$ cat config.mk
export PLATFORM = sky130hd
export DESIGN_NAME = motor_cmd_ramp
export DESIGN_NICKNAME = d
export VERILOG_FILES = /design/src/rtl/motor_pkg.sv /design/src/rtl/motor_ramp_ch.sv /design/src/rtl/motor_cmd_ramp.sv
export SDC_FILE = /design/constraint.sdc
export NUM_CORES = 1
export LEC_CHECK = 0
export BUFFER_PORTS_ARGS = -buffer_cell sky130_fd_sc_hd__buf_2
export CORE_MARGIN = 8
export CORE_UTILIZATION = 55
export CTS_BUF_LIST = sky130_fd_sc_hd__clkbuf_16
export DETAILED_ROUTE_END_ITERATION = 6
export PLACE_DENSITY = 0.83
export SYNTH_ARGS = -nofsm -noshare
export SYNTH_HDL_FRONTEND = slang
export SYNTH_SLANG_ARGS = --single-unit
export TNS_END_PERCENT = 50
$ cat constraint.sdc
create_clock -name clk -period 5.7 [get_ports clk]
set_clock_uncertainty 0.1 [all_clocks]
set_input_delay 0.855 -clock clk [delete_from_list [all_inputs] [get_ports clk]]
set_output_delay 0.855 -clock clk [all_outputs]
set_load 0.05 [all_outputs]
$ cat src/rtl/motor_pkg.sv
// Shared definitions for the motor command ramp block.
// Holds default parameter values, direction encodings and the per-channel
// slew state type used by motor_ramp_ch and motor_cmd_ramp.
package motor_pkg;

    localparam int PERIOD_DEF  = 11000;
    localparam int SPEED_W_DEF = 14;
    localparam int STEP_DEF    = 250;

    localparam logic DIR_FWD = 1'b1;
    localparam logic DIR_REV = 1'b0;

    typedef enum logic [1:0] {
        HOLD,
        RAMP_UP,
        RAMP_DN,
        REVERSE
    } ch_state_e;

endpackage

$ cat src/rtl/motor_ramp_ch.sv
// One motor channel: target registers, slew FSM and saturating arithmetic.
// Ports:
//   clk_i, rst_i     clock, synchronous active-high reset
//   tick_i           last cycle of a PWM period; applied outputs move here
//   load_i           accept ld_speed_i/ld_dir_i as the new target
//   estop_i          level emergency stop: speed and target forced to 0
//   ld_speed_i/dir_i target speed (clamped to PERIOD) and direction
//   speed_o/dir_o    applied speed and direction
//   active_o         channel not in HOLD
module motor_ramp_ch
    import motor_pkg::*;
#(
    parameter int PERIOD  = PERIOD_DEF,
    parameter int SPEED_W = SPEED_W_DEF,
    parameter int STEP    = STEP_DEF
) (
    input  logic               clk_i,
    input  logic               rst_i,
    input  logic               tick_i,
    input  logic               load_i,
    input  logic               estop_i,
    input  logic [SPEED_W-1:0] ld_speed_i,
    input  logic               ld_dir_i,
    output logic [SPEED_W-1:0] speed_o,
    output logic               dir_o,
    output logic               active_o
);

    localparam logic [SPEED_W-1:0] SPD_MAX = SPEED_W'(PERIOD);
    localparam logic [SPEED_W-1:0] STEP_V  = SPEED_W'(STEP);

    ch_state_e          state_q, state_d;
    logic [SPEED_W-1:0] cur_q, cur_d;
    logic               dir_q, dir_d;
    logic [SPEED_W-1:0] tgt_q, tgt_d;
    logic               tdir_q, tdir_d;
    logic [SPEED_W:0]   up_sum;
    logic [SPEED_W-1:0] dn_dif;

    function automatic ch_state_e classify(
        input logic [SPEED_W-1:0] c,
        input logic               d,
        input logic [SPEED_W-1:0] t,
        input logic               td
    );
        if (d != td)    return REVERSE;
        else if (c < t) return RAMP_UP;
        else if (c > t) return RAMP_DN;
        else            return HOLD;
    endfunction

    // State is re-derived every cycle from the post-update registers, so a
    // load (or a target reverted mid-reversal) is reflected by the next tick.
    always_comb begin
        cur_d   = cur_q;
        dir_d   = dir_q;
        tgt_d   = tgt_q;
        tdir_d  = tdir_q;
        up_sum  = {1'b0, cur_q} + {1'b0, STEP_V};
        dn_dif  = (cur_q > STEP_V) ? (cur_q - STEP_V) : '0;
        if (estop_i) begin
            cur_d  = '0;
            tgt_d  = '0;
            tdir_d = dir_q;
        end else begin
            if (tick_i) begin
                case (state_q)
                    HOLD: ;
                    RAMP_UP: cur_d = (up_sum >= {1'b0, tgt_q}) ? tgt_q : up_sum[SPEED_W-1:0];
                    RAMP_DN: cur_d = (dn_dif <= tgt_q) ? tgt_q : dn_dif;
                    REVERSE: begin
                        // Direction only flips on a tick already sitting at 0.
                        if (cur_q == '0) dir_d = tdir_q;
                        else             cur_d = dn_dif;
                    end
                    default: ;
                endcase
            end
            if (load_i) begin
                tgt_d  = (ld_speed_i > SPD_MAX) ? SPD_MAX : ld_speed_i;
                tdir_d = ld_dir_i;
            end
        end
        state_d = estop_i ? HOLD : classify(cur_d, dir_d, tgt_d, tdir_d);
    end

    always_ff @(posedge clk_i) begin
        if (rst_i) begin
            state_q <= HOLD;
            cur_q   <= '0;
            dir_q   <= DIR_FWD;
            tgt_q   <= '0;
            tdir_q  <= DIR_FWD;
        end else begin
            state_q <= state_d;
            cur_q   <= cur_d;
            dir_q   <= dir_d;
            tgt_q   <= tgt_d;
            tdir_q  <= tdir_d;
        end
    end

    assign speed_o  = cur_q;
    assign dir_o    = dir_q;
    assign active_o = (state_q != HOLD);

endmodule

$ cat src/rtl/motor_cmd_ramp.sv
// Command stage for the two-channel PWM motor driver.
// Accepts left/right speed+direction targets over valid/ready and slews the
// applied values once per PWM period, passing through zero on reversal.
// Ports:
//   clk, rst                 clock, synchronous active-high reset
//   cmd_valid/cmd_ready      command handshake (ready = !rst && !estop)
//   cmd_speed_l/_dir_l/_r    target speed and direction per channel
//   estop                    level emergency stop
//   speed_l/dir_l/_r         applied speed/direction, stable over a period
//   period_start             one-cycle pulse while the period counter is 0
//   busy                     either channel still moving toward its target
module motor_cmd_ramp
    import motor_pkg::*;
#(
    parameter int PERIOD  = PERIOD_DEF,
    parameter int SPEED_W = SPEED_W_DEF,
    parameter int STEP    = STEP_DEF
) (
    input  logic               clk,
    input  logic               rst,
    input  logic               cmd_valid,
    output logic               cmd_ready,
    input  logic [SPEED_W-1:0] cmd_speed_l,
    input  logic               cmd_dir_l,
    input  logic [SPEED_W-1:0] cmd_speed_r,
    input  logic               cmd_dir_r,
    input  logic               estop,
    output logic [SPEED_W-1:0] speed_l,
    output logic               dir_l,
    output logic [SPEED_W-1:0] speed_r,
    output logic               dir_r,
    output logic               period_start,
    output logic               busy
);

    localparam int CNT_W = (PERIOD > 1) ? $clog2(PERIOD) : 1;

    logic [CNT_W-1:0] cnt_q, cnt_d;
    logic             tick;
    logic             load;
    logic             period_start_q;
    logic             busy_q;
    logic             active_l, active_r;

    assign tick      = (cnt_q == CNT_W'(PERIOD - 1));
    assign cnt_d     = tick ? '0 : cnt_q + 1'b1;
    assign cmd_ready = !rst && !estop;
    assign load      = cmd_valid && cmd_ready;

    always_ff @(posedge clk) begin
        if (rst) begin
            cnt_q          <= '0;
            period_start_q <= 1'b0;
            busy_q         <= 1'b0;
        end else begin
            cnt_q          <= cnt_d;
            period_start_q <= tick;
            busy_q         <= active_l | active_r;
        end
    end

    motor_ramp_ch #(
        .PERIOD (PERIOD),
        .SPEED_W(SPEED_W),
        .STEP   (STEP)
    ) u_ch_l (
        .clk_i     (clk),
        .rst_i     (rst),
        .tick_i    (tick),
        .load_i    (load),
        .estop_i   (estop),
        .ld_speed_i(cmd_speed_l),
        .ld_dir_i  (cmd_dir_l),
        .speed_o   (speed_l),
        .dir_o     (dir_l),
        .active_o  (active_l)
    );

    motor_ramp_ch #(
        .PERIOD (PERIOD),
        .SPEED_W(SPEED_W),
        .STEP   (STEP)
    ) u_ch_r (
        .clk_i     (clk),
        .rst_i     (rst),
        .tick_i    (tick),
        .load_i    (load),
        .estop_i   (estop),
        .ld_speed_i(cmd_speed_r),
        .ld_dir_i  (cmd_dir_r),
        .speed_o   (speed_r),
        .dir_o     (dir_r),
        .active_o  (active_r)
    );

    assign period_start = period_start_q;
    assign busy         = busy_q;

endmodule

# After elaboration in Yosys (flattened, before gate mapping)
# Index checks and enable logic that the tools add are counted.
[word_totals]
elab_cells = 88
n_memories = 0
regBits = 80
ram_bits = 0
rom_bits = 0
latchBits = 0
out_inout_bits = 33
input_bits = 34
[classes]
mux = 38
div_mod_pow = 0
bitwise = 1
n_eq_ne = 9
order_cmp = 12
addsub = 5
n_shift = 0
multipliers = 0
n_reduce_logical = 10
[op_table]
columns = ["cell", "count"]
rows = [
  ["two-way mux 14 bit", 18],
  ["one-hot mux 14 bit (3 select lines)", 2],
  ["adder 14 x 8 -> 15 bit, second input constant", 2],
  ["greater-or-equal comparator 15 x 14 -> 1 bit", 2],
  ["> comparator 14 bit", 2],
  ["> comparator 14 bit, second input constant", 2],
  ["> comparator 14 x 8 -> 1 bit, second input constant", 2],
  ["<= comparator 14 bit", 2],
  ["logical NOT 14 bit", 2],
  ["< comparator 14 bit", 2],
  ["subtractor 14 x 8 -> 14 bit, second input constant", 2],
  ["adder 14 x 1 -> 14 bit, second input constant", 1],
  ["equality test 14 bit, second input constant", 1],
  ["two-way mux 1 bit", 12],
  ["two-way mux 2 bit", 6],
  ["equality test 2 bit, second input constant", 4],
  ["equality test 2 x 1 -> 1 bit, second input constant", 2],
  ["nonzero test 2 bit", 2],
  ["OR reduction 2 bit", 2],
  ["logical AND 1 bit", 2],
  ["logical NOT 1 bit", 2],
  ["inequality test 1 bit", 2],
  ["OR 1 bit", 1],
]

# Longest topological paths before layout
# Gate-level depths: netlist (run 1).
[logic_depth]
word_depth = 11
depth_mapped = 24
mapped_depth_nobuf = 22

# By module
# From an unflattened synthesis (run 1), not the netlist that was laid out.
[hier_totals]
hier_cells = 1022
hier_area_um2 = 7803.7
[modules_own_cells]
columns = ["mod", "cells_per_inst", "seq_area_each_um2", "area_per_inst_um2", "instances"]
rows = [
  ["motor_ramp_ch (u_ch_l)", 477, 640.6, 3577.2, 1],
  ["motor_ramp_ch (u_ch_r)", 470, 640.6, 3543.4, 1],
  ["motor_cmd_ramp", 75, 320.3, 683.2, 1],
]

# Worst setup path after synthesis (run 1)
# No wires, ideal clock.
[synth_timing]
path_kind = "reg-to-reg"
start = "reg u_ch_r.cur_q[9] (netlist: u_ch_r.speed_o[9])"
end = "reg u_ch_r.state_q[1]"
slack_ps = -55
setup_time_ps = 118
period_less_slack_ps = 5755
t_arrival_ps = 5538
stages_incl_launch_ff = 24
n_path_buf = 3
t_required_ps = 5482
path_cell_list = "dfxtp_1 > clkbuf_1 > or4_1 > nor3_1 > o21a_1 > buf_2 > nor2_1 > ha_1 > nand4_1 > nor4_1 > nor2b_1 > a21oi_1 > dlygate4sd3_1 > a31o_2 > a221oi_1 > nor3_1 > ha_1 > a21o_1 > a21o_1 > a211oi_1 > o21ai_0 > a221oi_1 > a21oi_1 > o21a_1"
[synth_via]
elab_chain_cells = 11
elab_cells_between_ends = 23
classes_between = "2 x add/sub; 5 x order compare; 1 x eq/ne; 14 x mux; 1 x reduce/logical"
[synth_lines]
columns = ["item", "line_no", "source"]
rows = [
  ["from (decl)", "motor_ramp_ch.sv:33", "logic [SPEED_W-1:0] cur_q, cur_d;"],
  ["from (signal assigned)", "motor_ramp_ch.sv:96", "cur_q <= cur_d;"],
  ["subtractor 14 x 8 -> 14 bit / > comparator 14 x 8 -> 1 bit (equally long branches)", "motor_ramp_ch.sv:60", "dn_dif = (cur_q > STEP_V) ? (cur_q - STEP_V) : '0;"],
  ["two-way mux 14 bit", "motor_ramp_ch.sv:60", ""],
  ["<= comparator 14 bit", "motor_ramp_ch.sv:70", "RAMP_DN: cur_d = (dn_dif <= tgt_q) ? tgt_q : dn_dif;"],
  ["two-way mux 14 bit", "motor_ramp_ch.sv:70", ""],
  ["one-hot mux 14 bit (3 select lines) *", "motor_ramp_ch.sv:67", "case (state_q)"],
  ["two-way mux 14 bit *", "motor_ramp_ch.sv:66", "if (tick_i) begin"],
  ["two-way mux 14 bit *", "motor_ramp_ch.sv:61", "if (estop_i) begin"],
  ["net u_ch_r.cur_d[7]", "motor_ramp_ch.sv:33", ""],
  ["> comparator 14 bit", "motor_ramp_ch.sv:48", "else if (c > t) return RAMP_DN;"],
  ["two-way mux 2 bit", "motor_ramp_ch.sv:48", ""],
  ["two-way mux 2 bit *", "motor_ramp_ch.sv:47", "else if (c < t) return RAMP_UP;"],
  ["two-way mux 2 bit *", "motor_ramp_ch.sv:46", "if (d != td) return REVERSE;"],
  ["to (signal assigned)", "motor_ramp_ch.sv:95", "state_q <= state_d;"],
  ["to (decl)", "motor_ramp_ch.sv:32", "ch_state_e state_q, state_d;"],
]
# The timed path passes the listed nets; every way through them passes the cells marked *.
# A chain may end at the register's enable or synchronous reset.

# Worst setup path in the final report (run 1)
[layout_timing]
start = "reg u_ch_l.cur_q[5] (netlist: u_ch_l.speed_o[5])"
end = "reg u_ch_l.state_q[1]"
[layout_via]
elab_chain_cells = 11
elab_cells_between_ends = 23
classes_between = "2 x add/sub; 5 x order compare; 1 x eq/ne; 14 x mux; 1 x reduce/logical"
[layout_lines]
columns = ["item", "line_no"]
rows = [
  ["from (decl)", "motor_ramp_ch.sv:33"],
  ["from (signal assigned)", "motor_ramp_ch.sv:96"],
  ["subtractor 14 x 8 -> 14 bit / > comparator 14 x 8 -> 1 bit (equally long branches)", "motor_ramp_ch.sv:60"],
  ["two-way mux 14 bit", "motor_ramp_ch.sv:60"],
  ["<= comparator 14 bit", "motor_ramp_ch.sv:70"],
  ["two-way mux 14 bit", "motor_ramp_ch.sv:70"],
  ["one-hot mux 14 bit (3 select lines) *", "motor_ramp_ch.sv:67"],
  ["two-way mux 14 bit *", "motor_ramp_ch.sv:66"],
  ["two-way mux 14 bit *", "motor_ramp_ch.sv:61"],
  ["net u_ch_l.cur_d[9]", "motor_ramp_ch.sv:33"],
  ["> comparator 14 bit", "motor_ramp_ch.sv:48"],
  ["two-way mux 2 bit", "motor_ramp_ch.sv:48"],
  ["two-way mux 2 bit *", "motor_ramp_ch.sv:47"],
  ["two-way mux 2 bit *", "motor_ramp_ch.sv:46"],
  ["to (signal assigned)", "motor_ramp_ch.sv:95"],
  ["to (decl)", "motor_ramp_ch.sv:32"],
]
# Marks and branches as above.

==> qor.yml, run 1 <==
status: "finished, final reports clean"
fillers: 1185
p_leak_nw: 3.482
synth_fp_nets: 1109
cts_buffer_depth: 2
p_switching_w: 0.0004208
fin_crit_ns: 5.349
cts_tree: "built"
synthCells: 986
final_cell_mix: "nor2_1 (113), ha_1 (89), dfxtp_1 (77)"
grt_pass1_wl_um: 39640
final_common_cell: "nor2_1"
first_iter_violations: 1051
power_density_nw_per_um2: 173.6
die_w_um: 133.0
crit_path_start_kind: "flip-flop"
grt_usage: 0.2717
ys_types: 78
max_freq_mhz: 186.9
path_class: "flip-flop to flip-flop"
avgSynthCellArea_um2: 7.634
grt_pass1_vias: 7819
grt_max_degree: 44
end_kind: "flip-flop"
drtPass1Iterations: 7
fin_util: 0.6378
cts_buffers: 9
row_count: 42
htreeDepth: 3
drc: 0
seqPwrFrac: 0.398
vias_per_cell: 6.611
crit_start: "u_ch_l.speed_o[5]$_SDFF_PP0_"
r2r_cells: 22
clk_latency_ns: 0.35
p_sw_frac: 0.2859
drive_gt1_frac: 0.1562
peakVddDrop_mv: 0.1435
finalSetupViolCount: 0
via_count: 8105
multi_input_area_um2: 5525
grt-ovfl-total: 0
seq_area_frac_synth: 0.2128
io_pins: 67
cp.required_ns: 5.82
area_growth_pct: 12.65
drv_slew: 0
core_region_area_um2: 13300
power_w: 0.001472
initial_core_util: 0.5662
antenna_found_initial: 0
regArea_um2: 1605
synth_seq_cells: 80
tightest_slew_ns: 0.8600
p_int_w: 0.001051
hold_viol: 0
routedWlPerCell_um: 20.05
r2r_setup_slack_ns: 0.35
power_frac_comb: 0.182
clk_pin_slew_ns: 0.06
dp_hpwl_um: 18910
die_area_um2: 17690
cts_root_buf: "clkbuf_16"
max_cap_violations: 0
final_antenna_net_count: 0
arrival_ns: 5.47
die_y_um: 133.0
fin_nets: 1169
synth_edf_count: 0
clockPowerShare: 0.420
routed_wirelength_um: 24580
crit_end: "u_ch_l.state_q[1]$_SDFF_PN0_"
io_buffers: 66
r2r-start: "u_ch_l.speed_o[5]$_SDFF_PP0_"
ys_async_sr_fraction: 0
r2r-end: "u_ch_l.state_q[1]$_SDFF_PN0_"
antenna_cells: 0
crit_fanout: 10
syn_area_um2: 7527
min-delay-path-class: "flip-flop to flip-flop"
cts.sinks: 80
timing.final.crit_share: 0.9384
synthFlopType: "dfxtp_1"
max_slew_margin: 0.4246
yosysWarningCount: 0
place_congestion: 1.004
## sequential cells by signal (all words and copies together) (netlist names)
register,count
period_start,1
u_ch_r.speed_o,14
u_ch_l.tgt_q,14
cnt_q,14
busy,1
u_ch_r.state_q,2
u_ch_l.dir_o,1
u_ch_l.tdir_q,1
u_ch_l.speed_o,14
u_ch_r.dir_o,1
u_ch_l.state_q,2
u_ch_r.tgt_q,14
u_ch_r.tdir_q,1
## layer usage
metal | vias up | global-route usage | wire [um]
met5 | - | 0 | 0
met4 | 0 | 0.1243 | 891
met3 | 82 | 0.05791 | 2498
met2 | 489 | 0.4454 | 11310
met1 | 3757 | 0.3330 | 9880
li1 | 3777 | - | -
## worst min-delay path by stage
stage	slack (ns)	to	from	cells past startpoint
global placement	0.33	cnt_q[0]$_SDFF_PP0_	cnt_q[0]$_SDFF_PP0_	1
finish	0.37	cnt_q[0]$_SDFF_PP0_	cnt_q[0]$_SDFF_PP0_	1
global route	0.38	cnt_q[0]$_SDFF_PP0_	cnt_q[0]$_SDFF_PP0_	1
detailed placement	0.36	cnt_q[0]$_SDFF_PP0_	cnt_q[0]$_SDFF_PP0_	1
floorplan	0.32	cnt_q[0]$_SDFF_PP0_	cnt_q[0]$_SDFF_PP0_	1
CTS	0.37	cnt_q[0]$_SDFF_PP0_	cnt_q[0]$_SDFF_PP0_	1
## worst max-delay path, stage by stage, from the launching register on
cell and delay (ns):
dfxtp_1 0.57, and4_1 0.30, nand2_1 0.08, nor2_1 0.22, nor2b_1 0.07, buf_4 0.18, nor2_1 0.18, ha_1 0.27
and4_1 0.23, o21a_1 0.10, o31a_1 0.26, o41a_1 0.40, a21oi_1 0.18, o21ai_0 0.15, a211oi_1 0.34, ha_1 0.31
a21o_1 0.18, a21o_1 0.17, a221o_1 0.29, a21o_1 0.18, a21o_1 0.18, o21ai_0 0.17, a21oi_1 0.09
## cells by family (layout without fill, tap and decap cells)
family / count (synthesis) / count (layout) / share of synthesized area
buf+inv: 106 / 170 / 0.06050
xor+xnor: 55 / 55 / 0.06400
mux: 10 / 10 / 0.01396
simple gates: 345 / 345 / 0.2249
flops: 80 / 80 / 0.2128
compound gates: 301 / 301 / 0.2759
fa+ha+maj: 89 / 89 / 0.1479
## area by class of cell
cell class	count	share of cell area
Clock buffer	9	0.02656
Inverter	48	0.02125
Tap cell	176	0.02597
Timing Repair Buffer	107	0.07525
Clock inverter	6	0.01003
Sequential cell	80	0.1893
Multi-Input combinational cell	800	0.6516
## what timing repair did
action,CTS,global route
setup buffers,0,1
resized for setup,0,14
endpoints found under the hold margin,0,0
hold buffers,0,0
endpoints found under the setup margin,0,4
## per-stage QoR
step           instance area [um2]  setup slack [ns]  std cells  hold WS (ns)  TNS [ns]
3_3_place_gp                  8107            0.3617       1210        0.3313         0
4_1_cts                       8417            0.1538       1225        0.3657         0
3_5_place_dp                  8107            0.2162       1210        0.3577         0
2_1_floorplan                 7532           0.04744        986        0.3175         0
5_1_grt                       8479          -0.02851       1226        0.3817  -0.02851
6_report                      8479            0.3509       1226        0.3663         0
## cells in the mapped netlist (5+ instances only)
library cell,count,area [um2]
and4_1,6,52.55
and3_1,9,56.30
a211oi_1,39,292.8
or3_1,11,68.82
xor2_1,31,271.5
nor2b_1,11,68.82
a22oi_1,8,60.06
a221oi_1,10,87.58
and2_1,19,118.9
o211ai_1,10,75.07
buf_2,9,45.04
o21a_1,12,90.09
xnor2_1,24,210.2
dfxtp_1,80,1602
nor2_1,113,424.2
a31oi_1,13,81.33
nand2b_1,9,56.30
a21oi_1,58,290.3
nor4_1,6,37.54
o21ai_0,68,340.3
nand2_1,52,195.2
a31o_2,9,78.83
ha_1,89,1114
nand3_1,30,150.1
mux2i_1,6,60.06
nor3_1,46,230.2
inv_1,45,168.9
a22o_1,10,87.58
nand4_1,16,100.1
o2111ai_1,5,43.79
a32oi_1,5,43.79
a21o_1,12,90.09
o31ai_1,8,60.06
clkbuf_1,38,142.6
## power groups by stage
stage	Sequential (W)	Clock [W]	Combinational (W)
after floorplan	0.000592	0	0.000175
after global placement	0.000597	0	0.000250
after detailed placement	0.000597	0	0.000252
after CTS	0.000585	0.000618	0.000254
after global routing	0.000586	0.000644	0.000290
final	0.000585	0.000618	0.000268
(Power assumes the default switching activity.)
==> run 2: changes to the inputs <==
MAX_ROUTING_LAYER = met4   (was unset)
==> run 2 against run 1 <==
Against the previous run: sequential share of layout area increased by 0.13 points; critical path depth decreased by 1; die area unchanged; first-iteration DRC count decreased by 3.4%; total power decreased by 4.1%; routed wire length increased by 0.33%; clock power decreased by 9.4%; sequential cell count unchanged; worst setup slack got worse by 0.10 ns; critical endpoint unchanged; largest power group is now registers.
==> qor.yml, run 2 (synthesis gave the netlist of run 1 again) <==
power_frac_comb: 0.188
routed_wirelength_um: 24660
power_density_nw_per_um2: 167.3
cts_root_buf: "clkbuf_16"
arrival_ns: 5.55
timing.final.crit_share: 0.9567
antenna_cells: 0
cts_buffers: 9
via_count: 8022
htreeDepth: 3
grt_pass1_wl_um: 39340
grt-ovfl-total: 0
drv_slew: 0
clockPowerShare: 0.397
crit_fanout: 10
seqPwrFrac: 0.415
finalSetupViolCount: 0
status: "finished, final reports clean"
p_switching_w: 0.0004086
final_common_cell: "nor2_1"
cp.required_ns: 5.80
tns_ns: 0
p_leak_nw: 3.461
tightest_slew_ns: 0.8600
max_freq_mhz: 183.4
first_iter_violations: 1015
grt_usage: 0.2787
ctsResizeCount: 0
p_int_w: 0.001003
final_antenna_net_count: 0
antenna_found_initial: 0
drtPass1Iterations: 5
grt_pass1_vias: 7721
die_y_um: 133.0
final_cell_count_no_fill: 1224
fin_crit_ns: 5.453
place_congestion: 1.037
core_region_area_um2: 13300
path_class: "flip-flop to flip-flop"
fin_area_um2: 8434
die_w_um: 133.0
fin_nets: 1168
initial_core_util: 0.5662
hold_viol: 0
max_cap_violations: 0
final_cell_mix: "nor2_1 (113), ha_1 (89), dfxtp_1 (75)"
rsz0062_at_grt: "no"
area_growth_pct: 12.05
crit_path_start_kind: "flip-flop"
cts_buffer_depth: 2
row_count: 42
hold_buffers: 0
vias_per_cell: 6.554
clk_latency_ns: 0.33
clk_pin_slew_ns: 0.06
grt_max_degree: 44
dp_hpwl_um: 19220
hold_ws_ns: 0.3513
cts_tree: "built"
drive_gt1_frac: 0.1546
dpl-instance-area_um2: 8107
cts.sinks: 80
routedWlPerCell_um: 20.15
cts_setup_buffers: 0
p_sw_frac: 0.2895
drc: 0
min-delay-path-class: "flip-flop to flip-flop"
io_pins: 67
peakVddDrop_mv: 0.1421
io_buffers: 66
die_area_um2: 17690
max_slew_margin: 0.4245
end_kind: "flip-flop"
dp.cells: 1210
==> run 2: cell count changes in the layout (fill, tap and decap cells not counted), moves of 2 or more <==
cell,before,now
dfxtp_1,77,75
a211oi_1,36,38
dfxtp_2,3,5
a211oi_2,3,1
==> run 2: final timing paths <==
check	start	to	slack, ns	depth (start not counted)
hold reg to reg	cnt_q[0]$_SDFF_PP0_	cnt_q[0]$_SDFF_PP0_	0.35	1
setup reg to reg	u_ch_l.speed_o[11]$_SDFF_PP0_	u_ch_l.state_q[1]$_SDFF_PN0_	0.25	21
hold / removal	cnt_q[0]$_SDFF_PP0_	cnt_q[0]$_SDFF_PP0_	0.35	1
setup / recovery	u_ch_l.speed_o[11]$_SDFF_PP0_	u_ch_l.state_q[1]$_SDFF_PN0_	0.25	21
==> run 2: critical path: stages (launching register included) <==
cell and delay, ns:
dfxtp_1 0.30, or4_1 0.67, nor3_1 0.23, nor2b_1 0.16, buf_4 0.18, nor2_1 0.08, ha_1 0.30, and4_1 0.22
o21a_1 0.10, o31a_1 0.27, o41a_1 0.40, a21oi_1 0.19, o21ai_0 0.17, a211oi_1 0.36, ha_1 0.31, a21o_1 0.18
a21o_1 0.17, a221o_1 0.31, a21o_1 0.18, a21o_1 0.18, o21ai_0 0.16, a21oi_1 0.08
==> run 2: area by class of cell <==
cell class                 count  area [um2]
clock inverter                 5       58.81
timing repair buffer         106       630.6
clock buffer                   9       225.2
tap                          176       220.2
sequential                    80        1608
multi-input combinational    800        5512
fill                        1202        4861
inverter                      48       180.2
==> run 2: per-layer routing <==
| layer | wire length (um) | vias up | global-route usage |
|---|---|---|---|
| met2 | 11180 | 434 | 0.4460 |
| met3 | 1963 | 101 | 0.03936 |
| met4 | 1233 | 0 | 0.1451 |
| met1 | 10280 | 3722 | 0.3347 |
| li1 | - | 3765 | - |
| met5 | 0 | - | - |
==> run 2: per-stage QoR <==
step | worst slack [ns] | power [W] | util
2_1_floorplan | 0.04744 | 0.0007674 | -
3_3_place_gp | 0.3209 | 0.0008452 | 0.6097
3_5_place_dp | 0.2270 | 0.0008503 | 0.6097
4_1_cts | 0.1720 | 0.001401 | 0.6311
5_1_grt | 0.01162 | 0.001459 | 0.6344
6_report | 0.2467 | 0.001411 | 0.6344
==> run 2: power groups by stage <==
stage / registers (W) / logic, W / clock network (W)
floorplan: 0.000592 / 0.000175 / 0
global placement: 0.000597 / 0.000248 / 0
detailed placement: 0.000597 / 0.000253 / 0
CTS: 0.000585 / 0.000255 / 0.000561
global route: 0.000586 / 0.000288 / 0.000584
finish: 0.000586 / 0.000266 / 0.000560
==> run 3: changes to the inputs <==
SYNTH_HIERARCHICAL = 1   (was unset)
==> run 3 against run 2 <==
Against the previous run: die area increased by 3.2%; first-iteration DRC count shrank 16%; non-clock buffer count rose by 12; routed wire length grew 1.5%; sequential cell count unchanged; count of clock-buffer cells in the layout stayed put; via count rose by 1.8%; register-to-register slack got worse by 0.07 ns; fmax shrank 1.3%; synthesized area up 3.7%; sequential share of layout area decreased by 0.87 points; critical path type unchanged; largest cell class unchanged; largest power group unchanged.
==> qor.yml, run 3 <==
core_region_area_um2: 13880
routed_wirelength_um: 25040
power_density_nw_per_um2: 154.0
cts_buffer_depth: 2
drtPass1Iterations: 6
finalSetupViolCount: 0
final_common_cell: "nor2_1"
fillers: 1287
cp.buffers_inverters: 0
crit_path_start_kind: "flip-flop"
area_growth_pct: 12.79
top_layer_used: "met4"
syn_area_um2: 7804
io_buffers: 66
antenna_found_initial: 0
crit_fanout: 8
critPathMaxStageDelay_ns: 0.51
htreeDepth: 3
drv_slew: 0
ys_types: 81
yosys-top-cells-count: "nor2_1 (132), nand2_1 (95), ha_1 (89)"
seq_area_frac_synth: 0.2052
peakVddDrop_mv: 0.1517
drive_gt1_frac: 0.1594
grt_max_degree: 49
clk_latency_ns: 0.34
crit_slowest_cell: "or4_1"
rsz0062_at_grt: "yes"
clk_pin_slew_ns: 0.07
tns_ns: 0
io_pins: 67
end_kind: "flip-flop"
initial_core_util: 0.5622
cts_root_buf: "clkbuf_16"
timing.final.crit_share: 0.9697
avgSynthCellArea_um2: 7.636
wl_met3_um: 1612
drt-met1-wl_um: 10530
fin_crit_ns: 5.527
vias_per_cell: 6.358
grt_usage: 0.2755
status: "finished, final reports clean"
routedWlPerCell_um: 19.50
dp.cells: 1267
place_congestion: 1.043
tightest_slew_ns: 0.8930
max_slew_margin: 0.4043
final_cell_mix: "nor2_1 (132), nand2_1 (95), ha_1 (89)"
crit_path_frequent_cell: "ha_1"
max_cap_violations: 0
worstPathCellList: "ha_1 -> or4_1 -> o31ai_4 -> nor2_1 -> xnor2_1 -> ha_1 -> nand3_1 -> nor2_1 -> o31ai_1 -> and3_2 -> mux2_2 -> a221oi_1 -> nor3_1 -> ha_1 -> a21o_1 -> a21o_1 -> a221oi_1 -> o21ai_0 -> a21oi_1 -> a31oi_1 -> o21a_1"
first_iter_violations: 852
ys_async_sr_fraction: 0
cts.sinks: 80
fin_util: 0.6341
hold_ws_ns: 0.3718
synthFlopType: "dfxtp_1"
synth_top_area_frac: 0.2052
r2r_cells: 21
dp_hpwl_um: 19580
die_y_um: 135.1
fin_nets: 1222
synth.most_common_cell: "nor2_1"
grt-ovfl-total: 0
cts_tree: "built"
arrival_ns: 5.65
synth_seq_cells: 80
path_class: "flip-flop to flip-flop"
max_freq_mhz: 180.9
power_w: 0.001355
grt_pass1_wl_um: 39500
synthCells: 1022
cp.required_ns: 5.82
final_antenna_net_count: 0
drc: 0
antenna_cells: 0
wl_met2_um: 11920
synth_area_leaders: "dfxtp_1 (21%), ha_1 (14%), nor2_1 (6.3%)"
cp_top_family: "compound AO/OA/AOI/OAI gates"
cts_buffers: 9
grt_pass1_vias: 7615
final_cell_count_no_fill: 1284
hold_viol: 0
die_w_um: 135.1
via_count: 8164
synth_top_area_cell: "dfxtp_1"
die_area_um2: 18260
synth_fp_nets: 1145
yosysWarningCount: 6
min-delay-path-class: "flip-flop to flip-flop"
synth_edf_count: 0
row_count: 43
p_leak_nw: 3.653
min_path_cells: 1
crit_cells: 21
-- run 3: cell count changes after synthesis, moves of 7 or more --
cell	before	now
nor3_1	46	54
nor2_1	113	132
a21o_1	12	19
o211ai_1	10	3
and2_1	19	7
o21bai_1	0	7
clkbuf_1	38	31
inv_1	45	52
nand2_1	52	95
mux2i_1	6	32
a211oi_1	39	17
o21ai_0	68	41
a22o_1	10	0
-- run 3: path summary, 6_finish.rpt --
kind | startpoint | endpoint | slack (ns)
setup / recovery | u_ch_r/speed_o[2]$_SDFF_PP0_ | u_ch_r/state_q[1]$_SDFF_PP0_ | 0.17
setup reg to reg | u_ch_r/speed_o[2]$_SDFF_PP0_ | u_ch_r/state_q[1]$_SDFF_PP0_ | 0.17
hold / removal | cnt_q[0]$_SDFF_PP0_ | cnt_q[0]$_SDFF_PP0_ | 0.37
hold reg to reg | cnt_q[0]$_SDFF_PP0_ | cnt_q[0]$_SDFF_PP0_ | 0.37
-- run 3: final cells by class --
class	instances	area (um2)	share of cell area
Clock inverter	7	50.05	0.005686
Sequential cell	80	1602	0.1819
Inverter	52	195.2	0.02217
Clock buffer	9	225.2	0.02559
Tap cell	180	225.2	0.02559
Multi-Input combinational cell	838	5784	0.6571
Timing Repair Buffer	118	720.7	0.08188
-- run 3: timing repair --
action,4_1_cts,5_1_grt
hold buffers,0,0
setup endpoints to repair,0,4
buffers inserted,0,1
resized for setup,0,12
-- run 3: through the flow --
stage / cell area (um2) / setup slack [ns]
5_1_grt: 8802 / -0.02790
4_1_cts: 8757 / 0.1054
3_3_place_gp: 8482 / 0.2805
2_1_floorplan: 7804 / 0.2373
3_5_place_dp: 8482 / 0.1291
6_report: 8802 / 0.1728
-- run 3: logic make-up after synthesis --
logic type	after synthesis	synth area share
multiplexers	37	0.04826
XOR/XNOR	53	0.05948
buffers and inverters	104	0.05852
adder cells (fa/ha/maj)	89	0.1427
AO/OA/AOI/OAI	243	0.2240
AND/OR/NAND/NOR	416	0.2618
flip-flops	80	0.2052
-- run 3: metal layers --
metal,up-vias,global-route usage
met5,-,-
met4,0,0.1221
met3,75,0.03418
met2,371,0.4528
met1,3840,0.3316
li1,3878,-
-- run 3: worst reg2reg max path, stage by stage, from the launching register on --
cell	delay (ns)
dfxtp_1	0.38
ha_1	0.25
or4_1	0.51
o31ai_4	0.38
nor2_1	0.12
xnor2_1	0.23
ha_1	0.31
nand3_1	0.15
nor2_1	0.07
o31ai_1	0.17
and3_2	0.36
mux2_2	0.34
a221oi_1	0.34
nor3_1	0.11
ha_1	0.33
a21o_1	0.18
a21o_1	0.17
a221oi_1	0.31
o21ai_0	0.14
a21oi_1	0.22
a31oi_1	0.07
o21a_1	0.18
-- run 3: power breakdown --
| part | internal [W] | switching (W) |
|---|---|---|
| clock | 0.000296 | 0.000242 |
| sequential | 0.000568 | 0.0000149 |
| combinational | 0.0000888 | 0.000146 |
| total | 0.000953 | 0.000402 |
